File: config.mk
export PLATFORM = sky130hd
export DESIGN_NAME = serial_adder
export DESIGN_NICKNAME = d
export VERILOG_FILES = /design/src/rtl/serial_adder_pkg.sv /design/src/rtl/full_adder.sv /design/src/rtl/serial_adder.sv
export SDC_FILE = /design/constraint.sdc
export NUM_CORES = 1
export LEC_CHECK = 0
export CAP_MARGIN = 0
export CORE_ASPECT_RATIO = 1.4
export CORE_UTILIZATION = 45
export CTS_CLUSTER_DIAMETER = 50
export CTS_CLUSTER_SIZE = 12
export DETAILED_ROUTE_END_ITERATION = 6
export GPL_ROUTABILITY_DRIVEN = 0
export PLACE_DENSITY = 0.74
export SETUP_SLACK_MARGIN = 0.05
export SLEW_MARGIN = 20
export SYNTH_ARGS = -nofsm -noshare
export SYNTH_HDL_FRONTEND = slang
export SYNTH_SLANG_ARGS = --single-unit
File: constraint.sdc
create_clock -name clk -period 1.35 [get_ports clk]
set_input_delay 0.405 -clock clk [delete_from_list [all_inputs] [get_ports clk]]
set_output_delay 0.405 -clock clk [all_outputs]
set_load 0.005 [all_outputs]
File: src/rtl/serial_adder_pkg.sv
// Shared definitions for the arithmetic blocks: FSM state encoding and
// helpers used by the bit-serial adder.
package serial_adder_pkg;

    localparam int STATE_W = 2;

    typedef enum logic [STATE_W-1:0] {
        ST_IDLE  = 2'd0,
        ST_SHIFT = 2'd1,
        ST_DONE  = 2'd2
    } state_t;

    // Single-bit full-add sum, used as the functional definition of full_adder
    function automatic logic fa_sum(input logic a, input logic b, input logic cin);
        return a ^ b ^ cin;
    endfunction

    // Single-bit full-add carry
    function automatic logic fa_carry(input logic a, input logic b, input logic cin);
        return (a & b) | (cin & (a ^ b));
    endfunction

endpackage

File: src/rtl/full_adder.sv
// Combinational one-bit full adder used by the bit-serial datapath.
module full_adder
    import serial_adder_pkg::*;
(
    input  logic a,
    input  logic b,
    input  logic cin,
    output logic s,
    output logic cout
);

    assign s    = fa_sum(a, b, cin);
    assign cout = fa_carry(a, b, cin);

endmodule

File: src/rtl/serial_adder.sv
// Bit-serial unsigned adder: operands are captured in IDLE, added LSB-first
// one bit per clock in SHIFT, and the result is held in DONE until the
// consumer takes it. All handshake outputs come straight from flops.
module serial_adder
    import serial_adder_pkg::*;
#(
    parameter int WIDTH = 8
) (
    input  logic             clk,
    input  logic             rst,
    input  logic             in_valid,
    output logic             in_ready,
    input  logic [WIDTH-1:0] a,
    input  logic [WIDTH-1:0] b,
    output logic             out_valid,
    input  logic             out_ready,
    output logic [WIDTH-1:0] sum,
    output logic             carry_out,
    output logic             busy
);

    localparam int CNT_W = $clog2(WIDTH) + 1;
    localparam logic [CNT_W-1:0] CNT_LAST = CNT_W'(WIDTH - 1);
    localparam logic [CNT_W-1:0] CNT_ONE  = CNT_W'(1);

    state_t           r_state;
    logic [WIDTH-1:0] r_a;
    logic [WIDTH-1:0] r_b;
    logic [WIDTH-1:0] r_sum;
    logic             r_carry;
    logic [CNT_W-1:0] r_cnt;
    logic             r_in_ready;
    logic             r_out_valid;
    logic             r_busy;

    logic             w_s;
    logic             w_cout;

    // The only adder in the design: works on the current LSBs and carry flop
    full_adder u_full_adder (
        .a    (r_a[0]),
        .b    (r_b[0]),
        .cin  (r_carry),
        .s    (w_s),
        .cout (w_cout)
    );

    // Control FSM and datapath; handshake outputs are registered with the state
    always_ff @(posedge clk or posedge rst) begin
        if (rst) begin
            r_state     <= ST_IDLE;
            r_a         <= {WIDTH{1'b0}};
            r_b         <= {WIDTH{1'b0}};
            r_sum       <= {WIDTH{1'b0}};
            r_carry     <= 1'b0;
            r_cnt       <= {CNT_W{1'b0}};
            r_in_ready  <= 1'b1;
            r_out_valid <= 1'b0;
            r_busy      <= 1'b0;
        end else begin
            case (r_state)
                ST_IDLE: begin
                    if (in_valid) begin
                        r_a         <= a;
                        r_b         <= b;
                        r_sum       <= {WIDTH{1'b0}};
                        r_carry     <= 1'b0;
                        r_cnt       <= {CNT_W{1'b0}};
                        r_state     <= ST_SHIFT;
                        r_in_ready  <= 1'b0;
                        r_busy      <= 1'b1;
                        r_out_valid <= 1'b0;
                    end else begin
                        // Last result stays visible on sum/carry_out
                        r_state     <= ST_IDLE;
                        r_in_ready  <= 1'b1;
                        r_busy      <= 1'b0;
                        r_out_valid <= 1'b0;
                    end
                end

                ST_SHIFT: begin
                    // Sum fills from the MSB end so bit 0 lands last-in-first
                    r_sum   <= {w_s, r_sum[WIDTH-1:1]};
                    r_carry <= w_cout;
                    r_a     <= {1'b0, r_a[WIDTH-1:1]};
                    r_b     <= {1'b0, r_b[WIDTH-1:1]};
                    r_cnt   <= r_cnt + CNT_ONE;
                    if (r_cnt == CNT_LAST) begin
                        r_state     <= ST_DONE;
                        r_busy      <= 1'b0;
                        r_out_valid <= 1'b1;
                        r_in_ready  <= 1'b0;
                    end else begin
                        r_state     <= ST_SHIFT;
                        r_busy      <= 1'b1;
                        r_out_valid <= 1'b0;
                        r_in_ready  <= 1'b0;
                    end
                end

                ST_DONE: begin
                    // No capture here: new operands wait for the IDLE cycle
                    if (out_ready) begin
                        r_state     <= ST_IDLE;
                        r_out_valid <= 1'b0;
                        r_in_ready  <= 1'b1;
                        r_busy      <= 1'b0;
                    end else begin
                        r_state     <= ST_DONE;
                        r_out_valid <= 1'b1;
                        r_in_ready  <= 1'b0;
                        r_busy      <= 1'b0;
                    end
                end

                default: begin
                    r_state     <= ST_IDLE;
                    r_in_ready  <= 1'b1;
                    r_out_valid <= 1'b0;
                    r_busy      <= 1'b0;
                end
            endcase
        end
    end

    assign in_ready  = r_in_ready;
    assign out_valid = r_out_valid;
    assign busy      = r_busy;
    assign sum       = r_sum;
    assign carry_out = r_carry;

endmodule

; ---- Word level (Yosys, flattened, before mapping)
; Index checks and enable logic that the tools add are counted.
[totals]
regBits = 34
input_bits = 20
output_inout_bits = 12
[op_classes]
addsub = 1
n_eq_ne = 4
mux = 23
bitwise = 5
reduce_logical = 3
[ops]
columns = operator, count
row1 = one-hot mux 8 bit (2 select lines), 3
row2 = 2-to-1 mux 8 bit, 3
row3 = 2-to-1 mux 1 bit, 8
row4 = one-hot mux 4 bit (2 select lines), 1
row5 = one-hot mux 1 bit (2 select lines), 3
row6 = one-hot mux 2 bit (3 select lines), 1
row7 = "adder 4 x 1 -> 4 bit, second input constant", 1
row8 = "== test 4 x 3 -> 1 bit, second input constant", 1
row9 = 2-to-1 mux 2 bit, 2
row10 = 2-to-1 mux 4 bit, 1
row11 = one-hot mux 1 bit (3 select lines), 1
row12 = AND 1 bit, 2
row13 = "== test 2 x 1 -> 1 bit, second input constant", 1
row14 = "== test 2 bit, second input constant", 1
row15 = logical NOT 2 bit, 1
row16 = "!= test 2 bit, second input constant", 1
row17 = AND reduction 2 bit, 1
row18 = nonzero test 2 bit, 1
row19 = XOR 1 bit, 2
row20 = OR 1 bit, 1

; ---- Logic depth before layout (Yosys ltp)
; Gate-level depths: netlist of the first run.
[logic_depth]
word_depth = 4
depth_mapped = 7
ltp_nobuf = 5

; ---- By module
; From an unflattened synthesis of the first run, not the netlist that was laid out.
[hier_totals]
hier_cells = 133
hier_area_um2 = 1545.2
[by_module_without_submodules]
columns = module, n_inst, cells_per_inst, area_each_um2, seq_area_each_um2
row1 = serial_adder, 1, 132, 1525.2, 852.1
row2 = full_adder, 1, 1, 20.0, 0.0

; ---- Least setup slack after synthesis of the first run
; OpenSTA, ideal clock, no wires.
[synth_path]
path_type = reg2reg
start = register r_state[0]
end = register r_carry, in the netlist carry_out
setup_ns = 0.121
t_arrival_ns = 1.278
path_slack_ns = -0.049
stages_incl_launch_ff = 8
n_path_buf = 2
period_less_slack_ns = 1.399
path_cell_list = dfrtp_1 > inv_1 > ha_1 > buf_6 > nor2b_4 > nor2_1 > buf_6 > a22o_1
[synth_via]
elab_chain_cells = 3
[synth_lines]
columns = element, line_no
row1 = from (decl), serial_adder.sv:26  ; state_t r_state;
row2 = from (signal assigned), serial_adder.sv:51  ; r_state <= ST_IDLE;
row3 = from (signal assigned), serial_adder.sv:69  ; r_state <= ST_SHIFT;
row4 = from (signal assigned), serial_adder.sv:75  ; r_state <= ST_IDLE;
row5 = == test 2 x 1 -> 1 bit or logical NOT 2 bit (tied branches), serial_adder.sv:61  ; case (r_state)
row6 = nonzero test 2 bit (no source line) or != test 2 bit (tied branches), -
row7 = AND reduction 2 bit (no source line), -
row8 = to (signal assigned), serial_adder.sv:85  ; r_carry <= w_cout;
row9 = to (decl), serial_adder.sv:30  ; logic r_carry;
; Several ways; a longest one is shown, not always the timed one.
; A chain may end at the register's enable or synchronous reset.

; ---- Final worst setup path of the first run
[layout_path]
start = register r_state[0]
end = register r_sum[0], in the netlist sum[0]
[layout_via]
elab_chain_cells = 3
[layout_lines]
columns = element, line_no
row1 = == test 2 x 1 -> 1 bit or logical NOT 2 bit (tied branches), serial_adder.sv:61
row2 = nonzero test 2 bit (no source line) or != test 2 bit (tied branches), -
row3 = AND reduction 2 bit (no source line), -
row4 = to (signal assigned), serial_adder.sv:54  ; r_sum <= {WIDTH{1'b0}};
row5 = to (signal assigned), serial_adder.sv:66  ; r_sum <= {WIDTH{1'b0}};
row6 = to (signal assigned), serial_adder.sv:84  ; r_sum <= {w_s, r_sum[WIDTH-1:1]};
row7 = to (decl), serial_adder.sv:29  ; logic [WIDTH-1:0] r_sum;
; Several ways; a longest one is shown, not always the timed one.

==> results.json, run 1 <==
{
  "status": "finished with violations",
  "violations": "setup timing",
  "synth_area_mm2": 0.001573,
  "synth_seq_cells": 34,
  "grt_max_degree": 35,
  "post_drt_wl_per_cell_um": 14.19,
  "crit_path_end_kind": "flip-flop",
  "nNetsFinal": 221,
  "clockRootBuffer": "clkbuf_8",
  "rsz0062_at_grt": "yes",
  "path_class": "reg -> reg",
  "cp.required_ns": 1.57,
  "fp.dieW_um": 51.97,
  "crit_arrival_ns": 1.68,
  "synth_cell_types": 25,
  "num_rows": 25,
  "place_hpwl_mm": 2.105,
  "die_h_um": 71.95,
  "via_per_inst": 5.246,
  "areaGrowthSynthToFinish_pct": 48.21,
  "syn_area_per_cell_um2": 11.65,
  "fill_cells": 229,
  "ios": 32,
  "yosysSeqAreaShare_pct": 54.18,
  "ys.flop_type": "dfrtp_1",
  "period_needed_ns": 1.458,
  "setup_tns_ns": -1.821,
  "setup_viol": 27,
  "route.detailed.drc": 0,
  "reg2reg_depth": 6,
  "synth_edf_count": 0,
  "stdcell_area_mm2": 0.002331,
  "p_leak_uw": 0.001144,
  "antenna_cells": 0,
  "grtUsageTotal_pct": 19.01,
  "placed_cell_area_mm2": 0.001997,
  "crit_path_end": "sum[0]",
  "synthTopCellsByArea": "dfrtp_1, mux2i_1, a22o_1",
  "synth_nets": 161,
  "grt_antenna_before_repair": 0,
  "layout_worst_path_cycle_share_pct": 108.0,
  "yosys.area.top_type": "dfrtp_1",
  "fp.dieArea_mm2": 0.003739,
  "r2r_slack_ns": -0.11,
  "drtPass1Iterations": 4,
  "fmax_mhz": 685.9,
  "drive_gt1_share_pct": 37.76,
  "io_buffers": 31,
  "critPathLaunch": "r_state[0]",
  "via_count": 1238,
  "yosysTopAreaCellShare_pct": 52.51,
  "fin_util_pct": 69.64,
  "ir_drop_uv": 1469,
  "cts_buffer_depth": 2,
  "grt_first_pass_wirelength_mm": 5.257,
  "clkTransAtPathRegs_ns": 0.07,
  "htreeDepth": 2,
  "final-hold-violation-count": 0,
  "cts_tree": "yes",
  "finalMaxSlewViolations": 0,
  "synth_cells": 135,
  "start_kind": "flip-flop",
  "fin_skew_ns": 0.006509,
  "coreArea_mm2": 0.003347,
  "slew-limit-headroom_pct": 82.15,
  "r2r_start": "r_state[0]",
  "hold_class": "in -> async",
  "numClockSinks": 34,
  "dr.first_iter.drc_count": 21,
  "power_density_mw_per_mm2": 2458,
  "start_util_pct": 46.99,
  "timing.rr.end": "sum[0]",
  "antenna_left": 0,
  "clock_latency_ns": 0.29,
  "setup_ws_ns": -0.1079,
  "numCtsBuffers": 5,
  "synthArstFlopShare_pct": 100.0,
  "grt-ovfl-total": 0,
  "timing.hold.ws_ns": 0.4508,
  "drv_cap": 0,
  "ys.warnings.count": 0,
  "worst_pin_slew_ns": 0.2678,
  "cp_max_fo": 6,
  "wirelength_mm": 3.350,
  "grt_pass1_vias": 1205
}
## metrics by stage
stage               total power [uW]  cells  setup slack, ns
floorplan                       3268    135         -0.03675
global placement                3879    211          -0.3705
detailed placement              4000    211          -0.4323
CTS                             5363    232         -0.08870
global route                    6083    236          -0.1630
finish                          5729    236          -0.1079
## how the worst min path moves through the flow
stage,start,end,slack (ns),cells past startpoint
final,rst,r_b[1],0.45,3
after global routing,rst,r_b[2],0.51,3
after CTS,rst,r_a[2],0.46,3
after detailed placement,r_a[1],r_a[1],0.47,2
after global placement,r_a[1],r_a[1],0.47,2
after floorplan,r_a[1],r_a[1],0.45,2
## power breakdown
group / total [uW] / internal [uW] / switching (uW)
clock: 912 / 543 / 369
combinational: 3080 / 1710 / 1370
sequential: 1740 / 1460 / 279
total: 5730 / 3710 / 2020
## cell type report
cell class | instances | area [um2] | area share, %
clock buffers | 5 | 68.82 | 2.952
clock inverters | 3 | 40.04 | 1.718
inverters | 6 | 25.02 | 1.074
multi-input cells | 87 | 735.7 | 31.56
flip-flops and latches | 34 | 853.3 | 36.61
well taps | 40 | 50.05 | 2.147
repair buffers | 61 | 558.0 | 23.94
## what timing repair did
item                       CTS  global route
hold buffers                 0             0
gates resized for setup     36            43
setup buffers               12             4
gates cloned                 1             2
pin swaps                    0             9
setup endpoints to repair   43            42
## critical path, stage by stage (launching register included)
cell and delay [ns]:
dfrtp_2 0.44, buf_4 0.15, ha_4 0.18, mux2i_4 0.20, buf_6 0.16, clkbuf_16 0.14
a22o_1 0.12
## cells by family after synthesis
kind of cell	after synthesis	synth area share, %
adder cells (fa/ha/maj)	6	5.251
buffers and inverters	14	5.488
multiplexers	16	11.06
AO/OA/AOI/OAI	35	14.56
AND/OR/NAND/NOR	30	9.467
flip-flops	34	54.18
## registers in the layout, summed over array words and instances (netlist names)
signal,flops
busy,1
carry_out,1
in_ready,1
out_valid,1
r_a,8
r_b,8
r_cnt,4
r_state,2
sum,8
## routing by layer
metal,global-route usage [%],up-vias,part of all wire (%)
met5,0,-,0
met4,7.207,0,1.6
met3,3.774,5,3.0
met2,32.91,33,54
met1,22.77,611,41
li1,-,589,-
## Yosys cell counts, types with 2 or more instances
| cell type | number |
|---|---|
| nor2b_1 | 4 |
| nor2_1 | 2 |
| inv_1 | 5 |
| buf_2 | 3 |
| nand2_1 | 17 |
| buf_6 | 3 |
| buf_4 | 2 |
| o21ai_0 | 11 |
| a22o_1 | 12 |
| o21ai_1 | 6 |
| mux2i_1 | 14 |
| ha_1 | 5 |
| a31oi_1 | 4 |
| nand2b_1 | 4 |
| dfrtp_1 | 33 |
## cells in the final DEF (no fill, tap or decap), types with 2 or more instances in the layout
master           netlist  final
inv_1                  5      2
buf_6                  3      5
a22o_1                12     12
clkdlybuf4s15_1        0      4
nand2_1               17      9
ha_4                   0      2
nor2b_1                4      4
clkdlybuf4s50_1        0     18
nand2b_1               4      4
o21ai_2                0      7
mux2i_1               14     14
a31oi_1                4      4
nand2_2                0      7
buf_8                  0      2
buf_4                  2     21
inv_2                  1      3
o21ai_0               11      4
clkbuf_2               0      7
o21ai_1                6      6
clkbuf_8               0      5
ha_1                   5      3
clkinv_2               0      2
dfrtp_1               33     32
(Power assumes the default switching activity.)
==> run 2: changes to the inputs <==
--- a/config.mk
+++ b/config.mk
@@ -6,13 +6,15 @@
 export NUM_CORES = 1
 export LEC_CHECK = 0
 export CAP_MARGIN = 0
+export CELL_PAD_IN_SITES_DETAIL_PLACEMENT = 1
+export CELL_PAD_IN_SITES_GLOBAL_PLACEMENT = 1
 export CORE_ASPECT_RATIO = 1.4
-export CORE_UTILIZATION = 45
+export CORE_UTILIZATION = 36
 export CTS_CLUSTER_DIAMETER = 50
 export CTS_CLUSTER_SIZE = 12
 export DETAILED_ROUTE_END_ITERATION = 6
 export GPL_ROUTABILITY_DRIVEN = 0
-export PLACE_DENSITY = 0.74
+export PLACE_DENSITY_LB_ADDON = 0.1
 export SETUP_SLACK_MARGIN = 0.05
 export SLEW_MARGIN = 20
 export SYNTH_ARGS = -nofsm -noshare
==> results.json, run 2 (synthesis gave the netlist of run 1 again) <==
{
  "grt_pass1_vias": 1388,
  "setup_ws_ns": -0.07479,
  "place_worst_setup_slack_ns": -0.4056,
  "finalMaxSlewViolations": 0,
  "ir_drop_uv": 1218,
  "path_class": "reg -> reg",
  "cts_buffer_depth": 2,
  "grt_antenna_before_repair": 0,
  "place_hpwl_mm": 2.474,
  "layout_worst_path_cycle_share_pct": 105.5,
  "violations": "DRC, setup timing",
  "hold_class": "in -> async",
  "fin_skew_ns": 0.01037,
  "placed_cell_area_mm2": 0.002013,
  "numClockSinks": 34,
  "r2r_slack_ns": -0.07,
  "start_util_pct": 37.41,
  "drtPass1Iterations": 6,
  "fp.dieW_um": 57.86,
  "antenna_left": 0,
  "route.detailed.drc": 2,
  "clock_latency_ns": 0.30,
  "final-hold-violation-count": 0,
  "clockRootBuffer": "clkbuf_8",
  "num_rows": 28,
  "io_buffers": 31,
  "cp.required_ns": 1.53,
  "dr.first_iter.drc_count": 52,
  "via_count": 1270,
  "fp.dieArea_mm2": 0.004641,
  "grt_max_degree": 35,
  "post_drt_wl_per_cell_um": 17.55,
  "htreeDepth": 2,
  "final_common_cell": "dfrtp_1",
  "cts_tree": "yes",
  "layout_common_cells": "dfrtp_1, buf_4, clkdlybuf4s50_1",
  "nNetsFinal": 224,
  "start_kind": "flip-flop",
  "worst_pin_slew_ns": 0.2063,
  "setup_viol": 26,
  "coreArea_mm2": 0.004204,
  "status": "finished with violations",
  "power_density_mw_per_mm2": 2569,
  "slew-limit-headroom_pct": 85.85,
  "dp_cells": 214,
  "ios": 32,
  "crit_path_end_kind": "flip-flop",
  "grt-ovfl-total": 0,
  "areaGrowthSynthToFinish_pct": 54.02,
  "crit_arrival_ns": 1.61,
  "stdcell_count": 244,
  "numCtsBuffers": 5,
  "multiInputGateArea_um2": 744.5,
  "wirelength_mm": 4.281,
  "rsz0062_at_grt": "yes",
  "via_per_inst": 5.205,
  "p_leak_uw": 0.001182,
  "antenna_cells": 0,
  "clkTransAtPathRegs_ns": 0.08,
  "grt_first_pass_wirelength_mm": 6.520,
  "cp_max_fo": 8,
  "drive_gt1_share_pct": 39.20,
  "die_h_um": 80.21,
  "finalPower_uw": 6224,
  "grtUsageTotal_pct": 19.22,
  "stdcell_area_mm2": 0.002422,
  "fill_cells": 439,
  "fmax_mhz": 701.9,
  "period_needed_ns": 1.425,
  "seq_area_um2": 852.1,
  "drv_cap": 0
}
-- run 2: cell count changes in the layout (fill, tap and decap cells not counted), sizes merged --
| cell | delta |
|---|---|
| clkdlybuf4s15 | -2 |
| bufinv | +1 |
| clkbuf | -3 |
| dlygate4sd2 | -1 |
| clkinv | -1 |
| dlymetal6s2s | +1 |
| buf | +7 |
| nor2 | +1 |
-- run 2: final cells by class --
| class | instances | share of cell area [%] |
|---|---|---|
| clock inverter | 3 | 2.841 |
| tap | 45 | 2.324 |
| multi-input combinational | 88 | 30.73 |
| sequential | 34 | 35.18 |
| timing repair buffer | 63 | 25.05 |
| clock buffer | 5 | 2.841 |
| inverter | 6 | 1.033 |
-- run 2: per-layer routing --
metal	GRT usage (%)	vias to the layer above	part of all wire, %
met4	11.90	0	3.2
li1	-	594	-
met1	20.45	635	39
met2	33.33	27	55
met5	0	-	0
met3	4.831	14	2.8
-- run 2: critical path, cell delays in order (launching register included) --
cell and delay (ns):
dfrtp_1 0.37, inv_2 0.07, ha_4 0.18, mux2i_4 0.19, buf_12 0.16, clkbuf_16 0.15
a22o_1 0.20
-- run 2: worst paths after layout --
kind / startpoint / to / depth (start not counted)
worst min register to register: r_b[3] / r_b[3] / 2
worst max register to register: r_state[1] / sum[7] / 6
max in group asynchronous: rst / in_ready / 3
worst max-delay path: r_state[1] / sum[7] / 6
min in group clk: r_b[3] / r_b[3] / 2
worst min-delay path: rst / sum[6] / 3
-- run 2: power by group --
group	internal, uW	leakage, uW	total, uW	switching (uW)
logic	1840	0.000682	3350	1510
registers	1460	0.000432	1730	274
clock network	740	0.0000683	1150	407
-- run 2: through the flow --
step | TNS (ns) | hold slack [ns] | utilization [%]
after CTS | -1.634 | 0.4633 | 54.55
after detailed placement | -9.579 | 0.4796 | 47.89
after global placement | -8.871 | 0.4664 | 47.89
after global routing | -2.385 | 0.4687 | 57.62
final | -0.9135 | 0.4503 | 57.62
after floorplan | -0.5678 | 0.4495 | -
-- run 2: repair_timing --
item                       4_1_cts  5_1_grt
setup endpoints to repair       43       36
setup buffers                   14        7
hold buffers                     0        0
pin swaps                        3        9
gates cloned                     2        3
resized for setup               52       38
